## src/rtl/stack_return_unit_pkg.sv

```systemverilog
// Shared types and constants for the stack return unit (RET / RETS / RETD).
package stack_return_unit_pkg;

    // Default geometry of the data RAM and the stack pointer.
    localparam int RAM_ADDR_W_DEF = 12;
    localparam int SP_W_DEF       = 8;

    // The stack lives in the first 256-nibble page of data RAM.
    localparam logic [3:0] STACK_PAGE = 4'h0;

    // Return flavours; encoding 3 is reserved and executes as a plain RET.
    typedef enum logic [1:0] {
        RK_RET  = 2'd0,
        RK_RETS = 2'd1,
        RK_RETD = 2'd2
    } ret_kind_t;

    // Pop sequence: three reads, a capture cycle, two optional writes, done.
    typedef enum logic [2:0] {
        ST_IDLE = 3'd0,
        ST_RD0  = 3'd1,
        ST_RD1  = 3'd2,
        ST_RD2  = 3'd3,
        ST_CAP  = 3'd4,
        ST_WR0  = 3'd5,
        ST_WR1  = 3'd6,
        ST_DONE = 3'd7
    } ret_state_t;

    // Map the raw kind field onto a legal return flavour.
    function automatic ret_kind_t decode_kind(input logic [1:0] k);
        ret_kind_t r;
        case (k)
            2'd1:    r = RK_RETS;
            2'd2:    r = RK_RETD;
            default: r = RK_RET;
        endcase
        return r;
    endfunction

endpackage

```

## src/rtl/stack_return_unit.sv

```systemverilog
// Stack return unit: pops the 3-nibble return address from the stack page,
// rebuilds PC/NP/SP, and for RETD also stores the immediate byte at M(X).
//
// Handshake: start is a one-cycle request honoured only while idle (busy low);
// busy stays high from the cycle after the accepted start through the done
// cycle, and done is a one-cycle pulse during which pc_out/np_out/sp_out/x_out
// carry the result. Requests arriving while busy are dropped, not queued.
module stack_return_unit
    import stack_return_unit_pkg::*;
#(
    parameter int RAM_ADDR_W = RAM_ADDR_W_DEF,
    parameter int SP_W       = SP_W_DEF
) (
    input  logic                  clk,
    input  logic                  reset_n,
    input  logic                  start,
    input  logic [1:0]            kind,
    input  logic [7:0]            imm,
    input  logic [12:0]           pc_in,
    input  logic [SP_W-1:0]       sp_in,
    input  logic [11:0]           x_in,
    output logic [RAM_ADDR_W-1:0] mem_addr,
    output logic                  mem_rd,
    output logic                  mem_wr,
    output logic [3:0]            mem_wdata,
    input  logic [3:0]            mem_rdata,
    output logic                  busy,
    output logic                  done,
    output logic [12:0]           pc_out,
    output logic [4:0]            np_out,
    output logic [SP_W-1:0]       sp_out,
    output logic [11:0]           x_out,
    output logic [2:0]            dbg_state
);

    // Operation context latched at the start edge.
    ret_state_t      state_q;
    ret_kind_t       kind_q;
    logic [7:0]      imm_q;
    logic            bank_q;
    logic [SP_W-1:0] sp_q;
    logic [11:0]     x_q;

    // Popped nibbles (PCP comes straight from mem_rdata in CAP).
    logic [3:0]      pcsl_q;
    logic [3:0]      pcsh_q;

    // Registered outputs.
    logic [RAM_ADDR_W-1:0] mem_addr_q;
    logic                  mem_rd_q;
    logic                  mem_wr_q;
    logic [3:0]            mem_wdata_q;
    logic                  busy_q;
    logic                  done_q;
    logic [12:0]           pc_q;
    logic [4:0]            np_q;
    logic [SP_W-1:0]       sp_out_q;
    logic [11:0]           x_out_q;

    // Next-state values for the result registers, valid in CAP.
    logic [11:0]     popped_d;
    logic [12:0]     pc_d;
    logic [4:0]      np_d;
    logic [SP_W-1:0] sp_d;
    logic [11:0]     x_d;

    // Address helpers; all stack arithmetic wraps inside the page.
    logic [SP_W-1:0] sp_p1;
    logic [SP_W-1:0] sp_p2;
    logic [7:0]      xl_p1;
    logic [7:0]      xl_p2;

    // Only the bank bit of the incoming PC matters.
    logic [11:0]     unused_pc_low;

    assign unused_pc_low = pc_in[11:0];

    assign sp_p1 = sp_q + SP_W'(1);
    assign sp_p2 = sp_q + SP_W'(2);
    assign xl_p1 = x_q[7:0] + 8'd1;
    assign xl_p2 = x_q[7:0] + 8'd2;

    // Result computation from the three popped nibbles.
    always_comb begin
        popped_d = {mem_rdata, pcsh_q, pcsl_q};
        pc_d     = {bank_q, popped_d};
        if (kind_q == RK_RETS) begin
            pc_d = {bank_q, popped_d + 12'd1};
        end
        np_d = {bank_q, mem_rdata};
        sp_d = sp_q + SP_W'(3);
        x_d  = x_q;
        if (kind_q == RK_RETD) begin
            x_d = {x_q[11:8], xl_p2};
        end
    end

    // Sequencer: walks the pop/write sequence and drives registered outputs.
    always_ff @(posedge clk or negedge reset_n) begin
        if (!reset_n) begin
            state_q     <= ST_IDLE;
            kind_q      <= RK_RET;
            imm_q       <= '0;
            bank_q      <= 1'b0;
            sp_q        <= '0;
            x_q         <= '0;
            pcsl_q      <= '0;
            pcsh_q      <= '0;
            mem_addr_q  <= '0;
            mem_rd_q    <= 1'b0;
            mem_wr_q    <= 1'b0;
            mem_wdata_q <= '0;
            busy_q      <= 1'b0;
            done_q      <= 1'b0;
            pc_q        <= '0;
            np_q        <= '0;
            sp_out_q    <= '0;
            x_out_q     <= '0;
        end else begin
            mem_rd_q <= 1'b0;
            mem_wr_q <= 1'b0;
            done_q   <= 1'b0;
            case (state_q)
                ST_IDLE: begin
                    if (start) begin
                        kind_q     <= decode_kind(kind);
                        imm_q      <= imm;
                        bank_q     <= pc_in[12];
                        sp_q       <= sp_in;
                        x_q        <= x_in;
                        busy_q     <= 1'b1;
                        mem_rd_q   <= 1'b1;
                        mem_addr_q <= {STACK_PAGE, sp_in};
                        state_q    <= ST_RD0;
                    end
                end
                ST_RD0: begin
                    mem_rd_q   <= 1'b1;
                    mem_addr_q <= {STACK_PAGE, sp_p1};
                    state_q    <= ST_RD1;
                end
                ST_RD1: begin
                    pcsl_q     <= mem_rdata;
                    mem_rd_q   <= 1'b1;
                    mem_addr_q <= {STACK_PAGE, sp_p2};
                    state_q    <= ST_RD2;
                end
                ST_RD2: begin
                    pcsh_q  <= mem_rdata;
                    state_q <= ST_CAP;
                end
                ST_CAP: begin
                    pc_q     <= pc_d;
                    np_q     <= np_d;
                    sp_out_q <= sp_d;
                    x_out_q  <= x_d;
                    if (kind_q == RK_RETD) begin
                        mem_wr_q    <= 1'b1;
                        mem_addr_q  <= x_q;
                        mem_wdata_q <= imm_q[3:0];
                        state_q     <= ST_WR0;
                    end else begin
                        done_q  <= 1'b1;
                        state_q <= ST_DONE;
                    end
                end
                ST_WR0: begin
                    mem_wr_q    <= 1'b1;
                    mem_addr_q  <= {x_q[11:8], xl_p1};
                    mem_wdata_q <= imm_q[7:4];
                    state_q     <= ST_WR1;
                end
                ST_WR1: begin
                    done_q  <= 1'b1;
                    state_q <= ST_DONE;
                end
                ST_DONE: begin
                    busy_q  <= 1'b0;
                    state_q <= ST_IDLE;
                end
                default: begin
                    busy_q  <= 1'b0;
                    state_q <= ST_IDLE;
                end
            endcase
        end
    end

    assign mem_addr  = mem_addr_q;
    assign mem_rd    = mem_rd_q;
    assign mem_wr    = mem_wr_q;
    assign mem_wdata = mem_wdata_q;
    assign busy      = busy_q;
    assign done      = done_q;
    assign pc_out    = pc_q;
    assign np_out    = np_q;
    assign sp_out    = sp_out_q;
    assign x_out     = x_out_q;
    assign dbg_state = state_q;

endmodule
```

## config.mk

```make
export PLATFORM = sky130hd
export DESIGN_NAME = stack_return_unit
export DESIGN_NICKNAME = d
export VERILOG_FILES = /design/src/rtl/stack_return_unit_pkg.sv /design/src/rtl/stack_return_unit.sv
export SDC_FILE = /design/constraint.sdc
export NUM_CORES = 1
export LEC_CHECK = 0
export ABC_CLOCK_PERIOD_IN_PS = 3450
export CAP_MARGIN = 20
export CORE_MARGIN = 10
export CORE_UTILIZATION = 44
export CTS_CLUSTER_DIAMETER = 60
export DETAILED_ROUTE_END_ITERATION = 8
export PLACE_DENSITY = 0.76
export SLEW_MARGIN = 15
export SYNTH_ARGS = -nofsm -noshare
export SYNTH_HDL_FRONTEND = slang
export SYNTH_SLANG_ARGS = --single-unit
```

## constraint.sdc

```tcl
create_clock -name clk -period 3.45 [get_ports clk]
set_clock_uncertainty 0.1 [all_clocks]
set_input_delay 0.8625 -clock clk [delete_from_list [all_inputs] [get_ports clk]]
set_output_delay 0.8625 -clock clk [all_outputs]
set_load 0.02 [all_outputs]
```

==> metrics <==
status completed; Synth-to-Final Area Change 27.8%; f_max roughly 0.34 GHz; library cell occupying the most area in the post-synthesis netlist sky130_fd_sc_hd__dfrtp_1; sum of routed wire length over all layers 11.9 mm; cts bufs inserted 9; number of primary I/O pins 111; via count of the routed design 3700; initial antenna violation count 0; final RePlAce weighted congestion 0.886; vias in the first global route approximately 3800; min-delay src bank_q$_DFFE_PN0P_; Setup Slack @ Placement 784 ps; first-pass detailed-route iteration total 4; number of DRC violations after detailed routing 0; Port Buffers between 90 and 100; Critical-path top delay cell sky130_fd_sc_hd__dfrtp_1; critical-path maximum fanout 14; Finished Core Util 57.1%; clock slew at reported path FFs 100 ps; share of the cycle needed by the critical path after routing 85.6%; floorplan row count 38; cell depth of the worst hold path 2; worst ir drop on vdd about 0.00046 V; number of instances in the synthesized netlist 474; number of vias per cell after detailed routing 5.22; die outline width 125 µm; maximum root-to-sink buffer count 2; PnR Total Power 0.00623 W; cell family with the largest share of critical-path delay buffers and inverters; Leakage Power ~2.7 nW; quantity of gates resized following cts 0; launch instance of the worst register-to-register path dbg_state[2]$_DFFE_PN0P_; shortest clock period the worst path allows after layout between 2000 and 3000 ps; number of buffers added to fix hold violations after cts 0; Total Die Area 15600 µm²; Worst Reg2Reg Path Length in Cells 6; detail-routed net length per standard cell 16.8 µm; Initial Utilization about 45%; Setup Viol. Count Final 0; top cell type's share of synthesized area 51.3%; endpoint type of the worst setup path primary output; total buffers and inverters traversed by the critical path 2; final hold slack around 370 ps; Starting DRT DRC Count 223; total power per unit cell area 1010 nW/µm²; hold crit path type flip-flop to flip-flop; number of nets in the synthesized netlist 530; PnR worst setup slack 498 ps; core footprint between 10000 and 15000 µm²; dominant register cell in the synthesized netlist sky130_fd_sc_hd__dfrtp_1; endpoint of the lowest-slack register-to-register path mem_addr[5]$_DFFE_PN0P_; cell chain of the critical path buf_4, clkdlybuf4s50_1; Chip Height 125 µm; antenna violation net count after detailed routing 0; headroom to the max-slew limit roughly 45%; warning count from the yosys run 0; part of the Yosys area used for sequential elements 51.3%; Final Hold Fails 0; most numerous cell in the Yosys netlist sky130_fd_sc_hd__dfrtp_1; average size of a mapped cell 10.2 µm²; fraction of final layout cells with drive strength greater than 1 8.61%; H-tree depth 3; number of max-slew violations in the final report 0; half-perimeter wire length of the detailed placement result 8.91 mm; clock latency on the worst-skew pair 370 ps; unrepaired setup endpoints after global routing false; Max stage delay on crit path 660 ps; maximum number of pins on one net before global-route repair 44; count of state elements after synthesis 99; NumNets Final just over 600; category of the worst setup path launch point flip-flop; n_diodes 0; CTS tree built; Post-synth EDFFs 0; required time at the worst-slack endpoint approximately 2500 ps; share of flip-flops with an asynchronous set or reset after synthesis between 90% and 100%; total track usage around 15%; Setup Fix Bufs, Post-CTS 0; sum of negative setup slack 0 ps; total congestion overflow 0; cell at the root of the clock tree sky130_fd_sc_hd__clkbuf_8; post-synth design cell area 4830 µm²; library cells used by synthesis 46; worst path arrival time around 2000 ps; worst hold endpoint pc_out[12]$_DFFE_PN0P_; actual transition at the worst max-transition pin 825 ps; number of clock sinks 99; class of the most critical setup path flip-flop to primary output; synth cell count leaders sky130_fd_sc_hd__dfrtp_1, sky130_fd_sc_hd__nand2_1, sky130_fd_sc_hd__o21ai_0, sky130_fd_sc_hd__xnor2_1, sky130_fd_sc_hd__nor2_1; cell types occupying the most area after synthesis sky130_fd_sc_hd__dfrtp_1, sky130_fd_sc_hd__nand2_1, sky130_fd_sc_hd__mux2_1, sky130_fd_sc_hd__xnor2_1, sky130_fd_sc_hd__mux2_2; reg-to-reg slack, setup 940 ps; wire length of the first global-routing pass ~20 mm; max_cap viols 0
cells in the final DEF, fill, tap and decap left out, drive strengths merged, types with 3 or more instances in the layout:
cell,n
ha,6
mux2i,11
nor2,24
dfrtp,99
buf,13
clkdlybuf4s50,97
inv,11
nand2b,3
mux2,36
nand3,11
o21ai,47
clkbuf,10
and3,3
nand3b,4
nand2,87
nor2b,3
nor3,6
xor2,13
and2b,3
xnor2,28
nand4,5
a22o,7
a21oi,13
worst reg2reg max path: stages (launching register included):
cell and delay (ps):
sky130_fd_sc_hd__dfrtp_1 570, sky130_fd_sc_hd__buf_4 290, sky130_fd_sc_hd__nor2_2 420, sky130_fd_sc_hd__nand2_1 390, sky130_fd_sc_hd__o22ai_1 220, sky130_fd_sc_hd__o31ai_1 110
sky130_fd_sc_hd__o31a_1 300
power by group:
| part | switching, W | leakage, nW | internal (W) |
|---|---|---|---|
| logic | 0.00166 | 1.34 | 0.00149 |
| clock network | 0.000431 | 0.107 | 0.000419 |
| registers | 0.000512 | 1.21 | 0.00172 |
| total | 0.00260 | 2.66 | 0.00363 |
cell type report:
class / count / area (µm²)
timing repair buffer: 110 / 1080
sequential: 99 / 2480
fill: 935 / 4630
inverter: 9 / 33.8
multi-input combinational: 335 / 2170
tap: 140 / 175
clock buffer: 10 / 128
clock inverter: 6 / 97.6
registers in the layout (all words and copies together) (netlist names), 4 cells and up:
| name | cells |
|---|---|
| pc_out | 13 |
| mem_addr | 12 |
| x_out | 12 |
| x_q | 12 |
| imm_q | 8 |
| sp_out | 8 |
| sp_q | 8 |
| mem_wdata | 4 |
| np_out | 4 |
| pcsh_q | 4 |
| pcsl_q | 4 |
how the worst max path moves through the flow:
| stage | from | end | slack [ps] | depth (start not counted) |
|---|---|---|---|---|
| 2_1_floorplan | dbg_state[1]$_DFFE_PN0P_ | mem_addr[6]$_DFFE_PN0P_ | 980 | 10 |
| 3_3_place_gp | start | mem_addr[0]$_DFFE_PN0P_ | 810 | 5 |
| 3_5_place_dp | start | mem_addr[0]$_DFFE_PN0P_ | 780 | 5 |
| 4_1_cts | dbg_state[2]$_DFFE_PN0P_ | dbg_state[2] | 500 | 2 |
| 5_1_grt | dbg_state[2]$_DFFE_PN0P_ | dbg_state[2] | 370 | 2 |
| 6_report | dbg_state[2]$_DFFE_PN0P_ | dbg_state[2] | 500 | 2 |
stage by stage:
step	instance area, µm²	cells
floorplan	4830	474
global placement	5940	693
detailed placement	5940	693
CTS	6170	709
global route	6170	709
finish	6170	709
cells by family after synthesis:
family                     share of synthesized area (%)
AOI/OAI and AO/OA                                   10.3
xor gates and xnor gates                            7.44
adders and majority gates                           1.56
buffers and inverters                               3.91
DFF                                                 51.3
muxes                                               10.7
and+or+nand+nor                                     14.8
per-layer routing:
layer | wire length (µm) | part of all wire (%) | vias up | GRT usage [%]
met4 | 183 | 1.5 | 0 | 6.24
li1 | - | - | 1790 | -
met5 | 0 | 0 | - | 0
met3 | 905 | 7.6 | 13 | 4.94
met1 | 5170 | 43 | 1784 | 19.0
met2 | 5670 | 48 | 113 | 24.6
Note: power is estimated with default switching activity, not from simulation.
